[config.mk]
export PLATFORM = sky130hd
export DESIGN_NAME = fifo_sync_depth8_flat
export DESIGN_NICKNAME = d
export VERILOG_FILES = /design/src/rtl/fifo_sync_depth8_if.sv /design/src/rtl/fifo_sync_depth8.sv /design/src/flat_wrapper.sv
export SDC_FILE = /design/constraint.sdc
export NUM_CORES = 1
export LEC_CHECK = 0
export CORE_MARGIN = 5
export CORE_UTILIZATION = 50
export DETAILED_ROUTE_END_ITERATION = 7
export GPL_TIMING_DRIVEN = 1
export PLACE_DENSITY = 0.79
export SLEW_MARGIN = 20
export SYNTH_ARGS = -nofsm -noshare
export SYNTH_HDL_FRONTEND = slang
export SYNTH_SLANG_ARGS = --single-unit
[constraint.sdc]
create_clock -name clk -period 2.8 [get_ports clk]
set_input_delay 0.56 -clock clk [delete_from_list [all_inputs] [get_ports clk]]
set_output_delay 0.56 -clock clk [all_outputs]
set_load 0.03 [all_outputs]
[src/rtl/fifo_sync_depth8_if.sv]
// Producer/consumer-facing bundle of the 8-entry FIFO: write side, pop side and status flags.
// master = the side that pushes/pops; slave = the FIFO itself.
interface fifo_sync_depth8_if #(
  parameter int BW = 4
);
  logic [BW-1:0] in;
  logic          wr;
  logic          rd;
  logic [BW-1:0] out;
  logic          o_full;
  logic          o_empty;
  logic [3:0]    o_count;
  logic          o_ovf;
  logic          o_udf;

  modport master (
    output in, wr, rd,
    input  out, o_full, o_empty, o_count, o_ovf, o_udf
  );

  modport slave (
    input  in, wr, rd,
    output out, o_full, o_empty, o_count, o_ovf, o_udf
  );
endinterface

[src/rtl/fifo_sync_depth8.sv]
// 8-deep first-word-fall-through FIFO; a written word is visible on out one edge later, pops take effect at the edge.
// Writes at full and reads at empty are dropped; sticky error flags exist only with FIFO_ERR_FLAG_EN.
module fifo_mux_8_1 #(
  parameter int BW = 4
) (
  input  logic [BW-1:0] d_i [8],
  input  logic [2:0]    sel_i,
  output logic [BW-1:0] y_o
);
  logic [BW-1:0] lvl1 [4];
  logic [BW-1:0] lvl2 [2];

  always_comb begin
    for (int i = 0; i < 4; i++) begin
      lvl1[i] = sel_i[0] ? d_i[2*i+1] : d_i[2*i];
    end
    for (int i = 0; i < 2; i++) begin
      lvl2[i] = sel_i[1] ? lvl1[2*i+1] : lvl1[2*i];
    end
    y_o = sel_i[2] ? lvl2[1] : lvl2[0];
  end
endmodule

module fifo_sync_depth8 #(
  parameter int BW = 4
) (
  input  logic             clk,
  input  logic             reset_n,
  fifo_sync_depth8_if.slave fif
);
  logic [3:0]    wr_ptr_q, wr_ptr_d;
  logic [3:0]    rd_ptr_q, rd_ptr_d;
  logic [BW-1:0] mem_q [8];
  logic [BW-1:0] head_dat;
  logic          full;
  logic          empty;
  logic          wr_acc;
  logic          rd_acc;

  // Bit 3 of each pointer is the lap bit: equal low bits mean empty on the same lap, full on different laps.
  assign empty  = (wr_ptr_q == rd_ptr_q);
  assign full   = (wr_ptr_q[2:0] == rd_ptr_q[2:0]) && (wr_ptr_q[3] != rd_ptr_q[3]);
  assign wr_acc = fif.wr && !full;
  assign rd_acc = fif.rd && !empty;

  always_comb begin
    wr_ptr_d = wr_ptr_q;
    rd_ptr_d = rd_ptr_q;
    if (wr_acc) wr_ptr_d = wr_ptr_q + 4'd1;
    if (rd_acc) rd_ptr_d = rd_ptr_q + 4'd1;
  end

  always_ff @(posedge clk or negedge reset_n) begin
    if (!reset_n) begin
      wr_ptr_q <= 4'd0;
      rd_ptr_q <= 4'd0;
      for (int i = 0; i < 8; i++) begin
        mem_q[i] <= '0;
      end
    end else begin
      wr_ptr_q <= wr_ptr_d;
      rd_ptr_q <= rd_ptr_d;
      if (wr_acc) mem_q[wr_ptr_q[2:0]] <= fif.in;
    end
  end

  fifo_mux_8_1 #(.BW(BW)) u_rd_mux (
    .d_i   (mem_q),
    .sel_i (rd_ptr_q[2:0]),
    .y_o   (head_dat)
  );

  assign fif.out     = head_dat;
  assign fif.o_full  = full;
  assign fif.o_empty = empty;
  assign fif.o_count = wr_ptr_q - rd_ptr_q;

`ifdef FIFO_ERR_FLAG_EN
  logic ovf_q, ovf_d;
  logic udf_q, udf_d;

  always_comb begin
    ovf_d = ovf_q || (fif.wr && full);
    udf_d = udf_q || (fif.rd && empty);
  end

  always_ff @(posedge clk or negedge reset_n) begin
    if (!reset_n) begin
      ovf_q <= 1'b0;
      udf_q <= 1'b0;
    end else begin
      ovf_q <= ovf_d;
      udf_q <= udf_d;
    end
  end

  assign fif.o_ovf = ovf_q;
  assign fif.o_udf = udf_q;
`else
  assign fif.o_ovf = 1'b0;
  assign fif.o_udf = 1'b0;
`endif
endmodule
[src/flat_wrapper.sv]
// flat-port wrapper written by rule: the top's interface ports become plain ports
module fifo_sync_depth8_flat 
#(
  parameter int BW = 4
)
  (clk, reset_n, fif_in, fif_wr, fif_rd, fif_out, fif_o_full, fif_o_empty, fif_o_count, fif_o_ovf, fif_o_udf);
  fifo_sync_depth8_if #(.BW(BW)) fif_i ();
  input  logic clk;
  input  logic reset_n;
  input wire logic [$bits(fif_i.in)-1:0] fif_in;
  input wire logic [$bits(fif_i.wr)-1:0] fif_wr;
  input wire logic [$bits(fif_i.rd)-1:0] fif_rd;
  output wire logic [$bits(fif_i.out)-1:0] fif_out;
  output wire logic [$bits(fif_i.o_full)-1:0] fif_o_full;
  output wire logic [$bits(fif_i.o_empty)-1:0] fif_o_empty;
  output wire logic [$bits(fif_i.o_count)-1:0] fif_o_count;
  output wire logic [$bits(fif_i.o_ovf)-1:0] fif_o_ovf;
  output wire logic [$bits(fif_i.o_udf)-1:0] fif_o_udf;
  assign fif_i.in = fif_in;
  assign fif_i.wr = fif_wr;
  assign fif_i.rd = fif_rd;
  assign fif_out = fif_i.out;
  assign fif_o_full = fif_i.o_full;
  assign fif_o_empty = fif_i.o_empty;
  assign fif_o_count = fif_i.o_count;
  assign fif_o_ovf = fif_i.o_ovf;
  assign fif_o_udf = fif_i.o_udf;
  fifo_sync_depth8 #(.BW(BW)) u_core (.clk(clk), .reset_n(reset_n), .fif(fif_i));
endmodule
==> results of run 1 <==
==> metrics by stage <==
| step | cell area, µm² | util, % |
|---|---|---|
| final | 2320 | 58.9 |
| after global routing | 2320 | 58.9 |
| after CTS | 2320 | 58.7 |
| after detailed placement | 2240 | 56.7 |
| after global placement | 2240 | 56.7 |
| after floorplan | 2000 | - |
==> worst max-delay path, stage by stage, from the launching register on <==
cell and delay [ns]:
dfrtp_1 0.40, buf_4 0.20, mux4_2 0.52, nand2_1 0.08, nand2_1 0.06, clkdlybuf4s50_1 0.59
==> cell families after synthesis <==
| group | count (synthesis) | share of synthesized area [%] |
|---|---|---|
| flops | 40 | 50.2 |
| buf+inv | 14 | 3.45 |
| simple gates | 32 | 7.59 |
| compound gates | 4 | 1.13 |
| mux | 42 | 29.0 |
| other cells | 1 | 0.188 |
| xor+xnor | 10 | 4.39 |
| fa+ha+maj | 6 | 4.14 |
==> metal layers <==
layer  wire length (µm)  up-vias  track usage [%]
li1                   -      565                -
met1               1640      621             20.1
met2               2030       29             28.0
met3                219        5             4.13
met4                 42        0             4.30
met5                  0        -                0
==> flip-flops by register name, indices dropped and copies added, names as in the netlist <==
register / cells
u_core.mem_q: 32
u_core.rd_ptr_q: 4
u_core.wr_ptr_q: 4
==> layout make-up <==
cell class | count | area (µm²)
clock buffer | 5 | 68.8
sequential | 40 | 1000
clock inverter | 2 | 12.5
inverter | 9 | 33.8
fill | 307 | 1620
multi-input combinational | 96 | 930
timing repair buffer | 23 | 213
tap | 50 | 62.6
==> cells in the mapped netlist <==
| library cell | number |
|---|---|
| o21ai_0 | 2 |
| buf_4 | 2 |
| nand3_1 | 6 |
| buf_2 | 1 |
| or3_1 | 1 |
| nand3b_1 | 1 |
| a21o_1 | 1 |
| mux4_2 | 8 |
| mux2_2 | 30 |
| nor2_1 | 5 |
| nand2_1 | 14 |
| or4_4 | 1 |
| inv_1 | 8 |
| dfrtp_1 | 40 |
| fa_1 | 1 |
| clkbuf_1 | 1 |
| xnor2_1 | 7 |
| inv_2 | 1 |
| mux2_4 | 4 |
| a21oi_1 | 1 |
| xor2_1 | 3 |
| conb_1 | 1 |
| nor3_1 | 2 |
| ha_1 | 5 |
| and3_1 | 1 |
| nand2b_2 | 1 |
| buf_6 | 1 |
==> repair_timing <==
action | CTS | global route
pin swaps | 0 | 0
cloned | 0 | 0
endpoints found under the setup margin | 2 | 2
gates resized for setup | 2 | 2
hold buffers | 0 | 0
==> path summary, 6_finish.rpt <==
check                                                from                        endpoint
min in group clk              u_core.mem_q[7]$_DFFE_PN0P_     u_core.mem_q[7]$_DFFE_PN0P_
max reg2reg                u_core.rd_ptr_q[2]$_DFFE_PN0P_    u_core.mem_q[20]$_DFFE_PN0P_
min reg2reg                   u_core.mem_q[7]$_DFFE_PN0P_     u_core.mem_q[7]$_DFFE_PN0P_
max in group asynchronous                         reset_n     u_core.mem_q[9]$_DFFE_PN0P_
max                        u_core.rd_ptr_q[0]$_DFFE_PN0P_                      fif_out[2]
min                                               reset_n  u_core.wr_ptr_q[2]$_DFFE_PN0P_
==> flow_summary_export.csv, run 1 <==
group,metric,value,unit
final_layout,drive_above_1_share,33.7,%
sta,worst_pin_slew,0.857,ns
synth,synth_top_area_cell,"dfrtp_1",
placed_design,dp_slack,0.210,ns
route,drcViolationCount,0,
placed_design,hpwl,3010,µm
sta,slew_viol_final,0,
sta,period_minus_slack,2.70,ns
synth,ys_warn_count,0,
floorplanning,dieArea,5350,µm²
setup_path,ff2ff_setup_slack,0.50,ns
placed_design,dp_cells,218,
clocking,cts_tree,"built",
synth,netlist_area,2000,µm²
floorplanning,fp.dieH,73.2,µm
placed_design,routabilityCongestion,0.846,
sta,tns,0,ns
clocking,ctsLongestPathBuffers,2,
route,drt_iter0_drc,60,
route,drt-wirelength-per-cell,17.5,µm
sta,finalSetupViolCount,0,
floorplanning,core,3940,µm²
final_layout,nets,189,
sta,clock.fmax,0.371,GHz
floorplanning,row_count,23,
synth,syn_inst,149,
setup_path,cp_data_required_time,2.24,ns
setup_path,startpoint_type,"flip-flop",
clocking,htreeDepth,2,
clocking,clkTransAtPathRegs,0.07,ns
setup_path,endpoint_kind,"output pin",
final_layout,instances_no_fill,225,
clocking,cts_sinks,40,
worst_hold_path,hp-class,"input port to async pin",
synth,synth.yosys.seq_area_share,50.2,%
final_layout,final_common_cell,"dfrtp_1",
sta,hold_viol,0,
floorplanning,die_w,73.2,µm
sta,fin_crit_sh,96.3,%
clocking,root_buffer,"clkbuf_8",
synth,ys_ff_latch,40,
global_routing,grt_first_pass_wirelength,6490,µm
global_routing,grt_max_degree,41,
setup_path,path_max_fanout,6,
route,routed_wl,3930,µm
synth,synth.distinct_cells,27,
route,vias,1220,
status,status,"finished, final reports clean",
setup_path,rr_worst_depth,7,
sta,timing.hold.ws,0.382,ns
final_layout,area_delta_synth_final,16.3,%
route,viasPerCell,5.42,
setup_path,crit_type,"flip-flop to output pin",
synth,synth_area_per_cell,13.4,µm²
synth,yosys.area.top_type_share,50.2,%
global_routing,grt_use_total,16.2,%
sta,rsz0062_at_grt,"no",
floorplanning,start_util,50.6,%
route,ant_nets,0,
sta,slew_headroom,42.9,%
sta,fin_ws,0.105,ns
synth,synthTopCellsByArea,"dfrtp_1, mux2_2, mux4_2",
route,drt-pass1-iter-count,4,
job,cap_violations,0,
final_layout,n_antenna_cell,0,
clocking,numCtsBuffers,5,
global_routing,antenna_found_initial,0,
clocking,post_cts_buffers,0,
global_routing,grt_pass1_vias,1380,
placed_design,io_buffers,17,
global_routing,overflow,0,
floorplanning,pin_count,20,
setup_path,worstPathArrival,2.14,ns
sta,skew,0.00176,ns
final_layout,final_cell_mix,"dfrtp_1, mux2_2, nand2_1",
clocking,clk-insertion-delay-late,0.28,ns
Power of run 1 is not shown: default switching activity piles up to over one toggle a cycle in this logic, so the estimate is an artifact.
==> run 2, diff against run 1 <==
- PLACE_DENSITY: 0.79 -> 0.82
- SETUP_SLACK_MARGIN: default -> 0.3
- clock period: 2.8 -> 2.3 ns (I/O delays scaled with it)
==> run 2 against run 1 <==
Worst setup slack improved by 0.017 ns. Critical endpoint is now fif_o_count[1]. Flip-flop and latch count did not move. Register-to-register slack got worse by 0.26 ns. Design area rose by 13%. Cell count rose by 4.0%. Wire length rose by 10%. Core utilization rose by 7.5 points. Clock skew rose by 0.0038 ns. Largest cell class is now multi-input combinational cells.
==> flow_summary_export.csv, run 2 (synthesis results as in run 1) <==
group,metric,value,unit
final_layout,nets,200,
sta,finalSetupViolCount,0,
setup_path,critical_path_depth,5,
global_routing,grt_use_total,17.5,%
global_routing,overflow,0,
global_routing,grt_max_degree,41,
sta,hold_viol,0,
global_routing,grt_use_met1,21.7,%
final_layout,largest_register_ff_count,32,
setup_path,critPathBufInv,3,
setup_path,crit_type,"flip-flop to output pin",
final_layout,fillers,281,
final_layout,final_common_cell,"dfrtp_1",
floorplanning,dieArea,5350,µm²
placed_design,io_buffers,17,
sta,slew_headroom,42.7,%
floorplanning,start_util,50.6,%
route,routed_wl,4330,µm
global_routing,grt_pass1_vias,1403,
setup_path,path_max_fanout,6,
setup_path,rr_startpoint,"u_core.rd_ptr_q[0]$_DFFE_PN0P_",
final_layout,drive_above_1_share,57.1,%
global_routing,grt_first_pass_wirelength,6930,µm
final_layout,seqCellArea,1010,µm²
status,status,"finished, final reports clean",
route,drt-pass1-iter-count,4,
sta,tns,0,ns
global_routing,antenna_found_initial,0,
setup_path,cp_data_required_time,1.84,ns
floorplanning,die_w,73.2,µm
sta,worst_pin_slew,0.859,ns
sta,slew_viol_final,0,
clocking,clk-insertion-delay-late,0.28,ns
route,vias,1286,
final_layout,multi_input_area,1060,µm²
clocking,root_buffer,"clkbuf_8",
route,ant_nets,0,
setup_path,endpoint_kind,"output pin",
clocking,ctsLongestPathBuffers,2,
clocking,htreeDepth,2,
setup_path,timing.critical_path.to,"fif_o_count[1]",
global_routing,met2_usage,29.5,%
final_layout,fin_util,66.3,%
route,drt-wirelength-per-cell,18.5,µm
setup_path,cp_cell_sequence,"buf_12 -> ha_4 -> fa_2 -> inv_2 -> buf_6",
setup_path,path_delay_family,"adder cells",
placed_design,routabilityCongestion,0.796,
setup_path,regToRegEndpoint,"u_core.mem_q[22]$_DFFE_PN0P_",
sta,skew,0.00554,ns
global_routing,met3_usage,4.82,%
clocking,numCtsBuffers,5,
setup_path,slowest_stage,"fa_2",
setup_path,startpoint_type,"flip-flop",
route,viasPerCell,5.50,
route,drcViolationCount,0,
worst_hold_path,hp-class,"input port to async pin",
final_layout,top_regs,"u_core.mem_q (32), u_core.rd_ptr_q (4), u_core.wr_ptr_q (4)",
setup_path,worstPathArrival,1.72,ns
setup_path,critPathMaxStageDelay,0.52,ns
placed_design,hpwl,2940,µm
sta,fin_crit_sh,94.7,%
floorplanning,fp.dieH,73.2,µm
floorplanning,pin_count,20,
setup_path,ff2ff_setup_slack,0.24,ns
final_layout,largest-register,"u_core.mem_q",
setup_path,rr_worst_depth,7,
sta,rsz0062_at_grt,"yes",
setup_path,startpoint,"u_core.rd_ptr_q[0]$_DFFE_PN0P_",
final_layout,final_cell_mix,"dfrtp_1, mux2_2, buf_4",
final_layout,area_delta_synth_final,31.0,%
job,cap_violations,0,
sta,fin_ws,0.122,ns
floorplanning,core,3940,µm²
clocking,cts_sinks,40,
sta,clock.fmax,0.459,GHz
clocking,clkTransAtPathRegs,0.07,ns
final_layout,n_antenna_cell,0,
route,drt_iter0_drc,53,
sta,period_minus_slack,2.18,ns
global_routing,grt-busiest-layer,"met2",
clocking,cts_tree,"built",
floorplanning,row_count,23,
placed_design,dp_slack,-0.0217,ns
## run 2: cell types whose count changed in the layout (fill, tap and decap cells not counted), moves of 5 or more
cell,before,now
clkdlybuf4s50_1,12,6
buf_4,6,11
nand2_1,14,8
nand2_2,0,6
buf_6,0,10
## run 2: repair_timing
item,CTS,global route
cloned,1,0
hold buffers,0,0
endpoints found under the setup margin,43,30
buffers inserted,6,4
pin swaps,12,4
resized for setup,46,21
## run 2: worst register-to-register path, delay by kind of cell, from the launching register on
kind | cells | cell delay [ns]
buf+inv | 2 | 0.22
flops | 1 | 0.44
mux | 1 | 0.32
simple gates | 3 | 0.73
fa+ha+maj | 1 | 0.23
## run 2: final cells by class
class	count	share of cell area (%)
clock buffers	5	2.63
inverters	9	1.67
multi-input cells	96	40.6
flip-flops and latches	40	38.5
well taps	50	2.39
repair buffers	34	14.3
## run 2: routing by layer
| metal | wire (µm) | vias to the layer above |
|---|---|---|
| met3 | 185 | 5 |
| met4 | 56 | 0 |
| li1 | - | 584 |
| met5 | 0 | - |
| met1 | 1810 | 667 |
| met2 | 2280 | 30 |
## run 2: worst min path at each step
stage	from	endpoint	slack [ns]	cells after the start
2_1_floorplan	reset_n	u_core.mem_q[0]$_DFFE_PN0P_	0.16	0
3_3_place_gp	u_core.mem_q[15]$_DFFE_PN0P_	u_core.mem_q[15]$_DFFE_PN0P_	0.48	1
5_1_grt	reset_n	u_core.mem_q[14]$_DFFE_PN0P_	0.36	1
4_1_cts	reset_n	u_core.mem_q[8]$_DFFE_PN0P_	0.30	1
3_5_place_dp	u_core.mem_q[20]$_DFFE_PN0P_	u_core.mem_q[20]$_DFFE_PN0P_	0.49	1
6_report	reset_n	u_core.mem_q[3]$_DFFE_PN0P_	0.29	1
## run 2: stage by stage
| step | hold slack, ns | cell area (µm²) | cells |
|---|---|---|---|
| 2_1_floorplan | 0.164 | 2070 | 150 |
| 5_1_grt | 0.362 | 2620 | 234 |
| 4_1_cts | 0.303 | 2510 | 230 |
| 6_report | 0.288 | 2620 | 234 |
| 3_3_place_gp | 0.484 | 2290 | 218 |
| 3_5_place_dp | 0.491 | 2290 | 218 |
Power of run 2 is left out for the same reason.
==> run 3, diff against run 2 <==
- CORE_MARGIN: 5 -> default
==> run 3 against run 2 <==
Non-clock buffer count is 8 higher. Wire length is 3.3% higher. Register-to-register slack worse by 0.08 ns. Via count is 4.8% higher.
==> flow_summary_export.csv, run 3 (synthesis results as in run 1) <==
group,metric,value,unit
final_layout,final_cell_mix,"dfrtp_1, mux2_2, buf_4",
sta,period_minus_slack,2.21,ns
final_layout,n_antenna_cell,0,
sta,hold_viol,0,
setup_path,cp_cell_sequence,"buf_12 -> buf_16 -> mux4_2 -> nand2_1 -> nand2_2 -> buf_6",
global_routing,overflow,0,
clocking,numCtsBuffers,5,
global_routing,grt_first_pass_wirelength,7310,µm
sta,rsz0062_at_grt,"yes",
final_layout,final_common_cell,"dfrtp_1",
route,drt-wirelength-per-cell,18.5,µm
placed_design,routabilityCongestion,0.863,
clocking,clkTransAtPathRegs,0.08,ns
job,cap_violations,0,
placed_design,io_buffers,17,
route,drcViolationCount,0,
setup_path,critPathMaxStageDelay,0.49,ns
setup_path,crit_type,"flip-flop to output pin",
route,viasPerCell,5.57,
global_routing,antenna_found_initial,0,
sta,worst_pin_slew,0.893,ns
final_layout,multi_input_area,1080,µm²
final_layout,area_delta_synth_final,36.9,%
placed_design,hpwl,2770,µm
floorplanning,start_util,53.3,%
global_routing,grt_use_total,24.2,%
floorplanning,dieArea,4250,µm²
setup_path,endpoint_kind,"output pin",
floorplanning,fp.dieH,65.2,µm
sta,finalSetupViolCount,0,
setup_path,critPathBufInv,3,
setup_path,worstPathArrival,1.75,ns
final_layout,drive_above_1_share,57.7,%
setup_path,startpoint_type,"flip-flop",
floorplanning,row_count,22,
global_routing,grt_pass1_vias,1417,
final_layout,nets,208,
sta,timing.hold.ws,0.283,ns
sta,clock.fmax,0.452,GHz
sta,fin_ws,0.0883,ns
setup_path,cp_data_required_time,1.84,ns
final_layout,largest_register_ff_count,32,
worst_hold_path,hp-class,"input port to async pin",
final_layout,fillers,252,
sta,skew,0.00707,ns
placed_design,place_area,2330,µm²
route,drt-pass1-iter-count,4,
final_layout,top_regs,"u_core.mem_q (32), u_core.rd_ptr_q (4), u_core.wr_ptr_q (4)",
final_layout,finalInstanceArea,2730,µm²
clocking,cts_sinks,40,
placed_design,dp_slack,0.0829,ns
route,drt_iter0_drc,46,
route,routed_wl,4470,µm
clocking,htreeDepth,2,
route,ant_nets,0,
final_layout,seqCellArea,1000,µm²
sta,slew_headroom,40.5,%
clocking,holdBufCountCts,0,
status,status,"finished, final reports clean",
clocking,root_buffer,"clkbuf_8",
setup_path,path_delay_family,"multiplexers",
floorplanning,core,3740,µm²
setup_path,slowest_stage,"mux4_2",
clocking,ctsLongestPathBuffers,2,
route,vias,1348,
sta,fin_crit_sh,96.2,%
clocking,cts_tree,"built",
sta,slew_viol_final,0,
sta,tns,0,ns
floorplanning,pin_count,20,
final_layout,largest-register,"u_core.mem_q",
clocking,clk-insertion-delay-late,0.30,ns
floorplanning,die_w,65.2,µm
global_routing,grt_max_degree,41,
setup_path,path_max_fanout,4,
run 3: changes by cell type in the layout (fill, tap and decap cells not counted), sizes merged:
cell           change
buf                +8
clkinv             +1
clkdlybuf4s15      +1
clkbuf             +1
inv                -1
run 3: layer usage:
layer	routed length, µm	vias up	track usage, %	part of all wire [%]
li1	-	602	-	-
met1	1980	698	31.1	44
met2	2230	37	40.6	50
met3	147	11	4.86	3.3
met4	113	0	8.97	2.5
met5	0	-	0	0
run 3: final timing paths:
| path | from | end | slack [ns] | cells past startpoint |
|---|---|---|---|---|
| setup / recovery | u_core.rd_ptr_q[0]$_DFFE_PN0P_ | fif_out[3] | 0.09 | 6 |
| hold / removal | reset_n | u_core.wr_ptr_q[1]$_DFFE_PN0P_ | 0.28 | 1 |
| setup reg to reg | u_core.rd_ptr_q[1]$_DFFE_PN0P_ | u_core.mem_q[21]$_DFFE_PN0P_ | 0.16 | 9 |
| hold reg to reg | u_core.mem_q[25]$_DFFE_PN0P_ | u_core.mem_q[25]$_DFFE_PN0P_ | 0.51 | 1 |
| max in group asynchronous | reset_n | u_core.rd_ptr_q[0]$_DFFE_PN0P_ | 1.40 | 1 |
| min in group clk | u_core.mem_q[25]$_DFFE_PN0P_ | u_core.mem_q[25]$_DFFE_PN0P_ | 0.51 | 1 |
run 3: repair_timing:
action | 4_1_cts | 5_1_grt
gates cloned | 1 | 0
setup buffers | 8 | 7
resized for setup | 46 | 25
pin swaps | 11 | 5
setup endpoints to repair | 30 | 30
run 3: cell type report:
type	instances	share of cell area, %
inverter	9	1.60
clock buffer	7	3.53
multi-input combinational	96	39.4
sequential	40	36.7
timing repair buffer	42	16.6
tap	48	2.20
run 3: through the flow:
step	utilization, %	cells
floorplan	-	150
global placement	62.2	219
detailed placement	62.2	219
CTS	69.4	235
global route	73.0	242
finish	73.0	242
Power of run 3 is left out for the same reason.
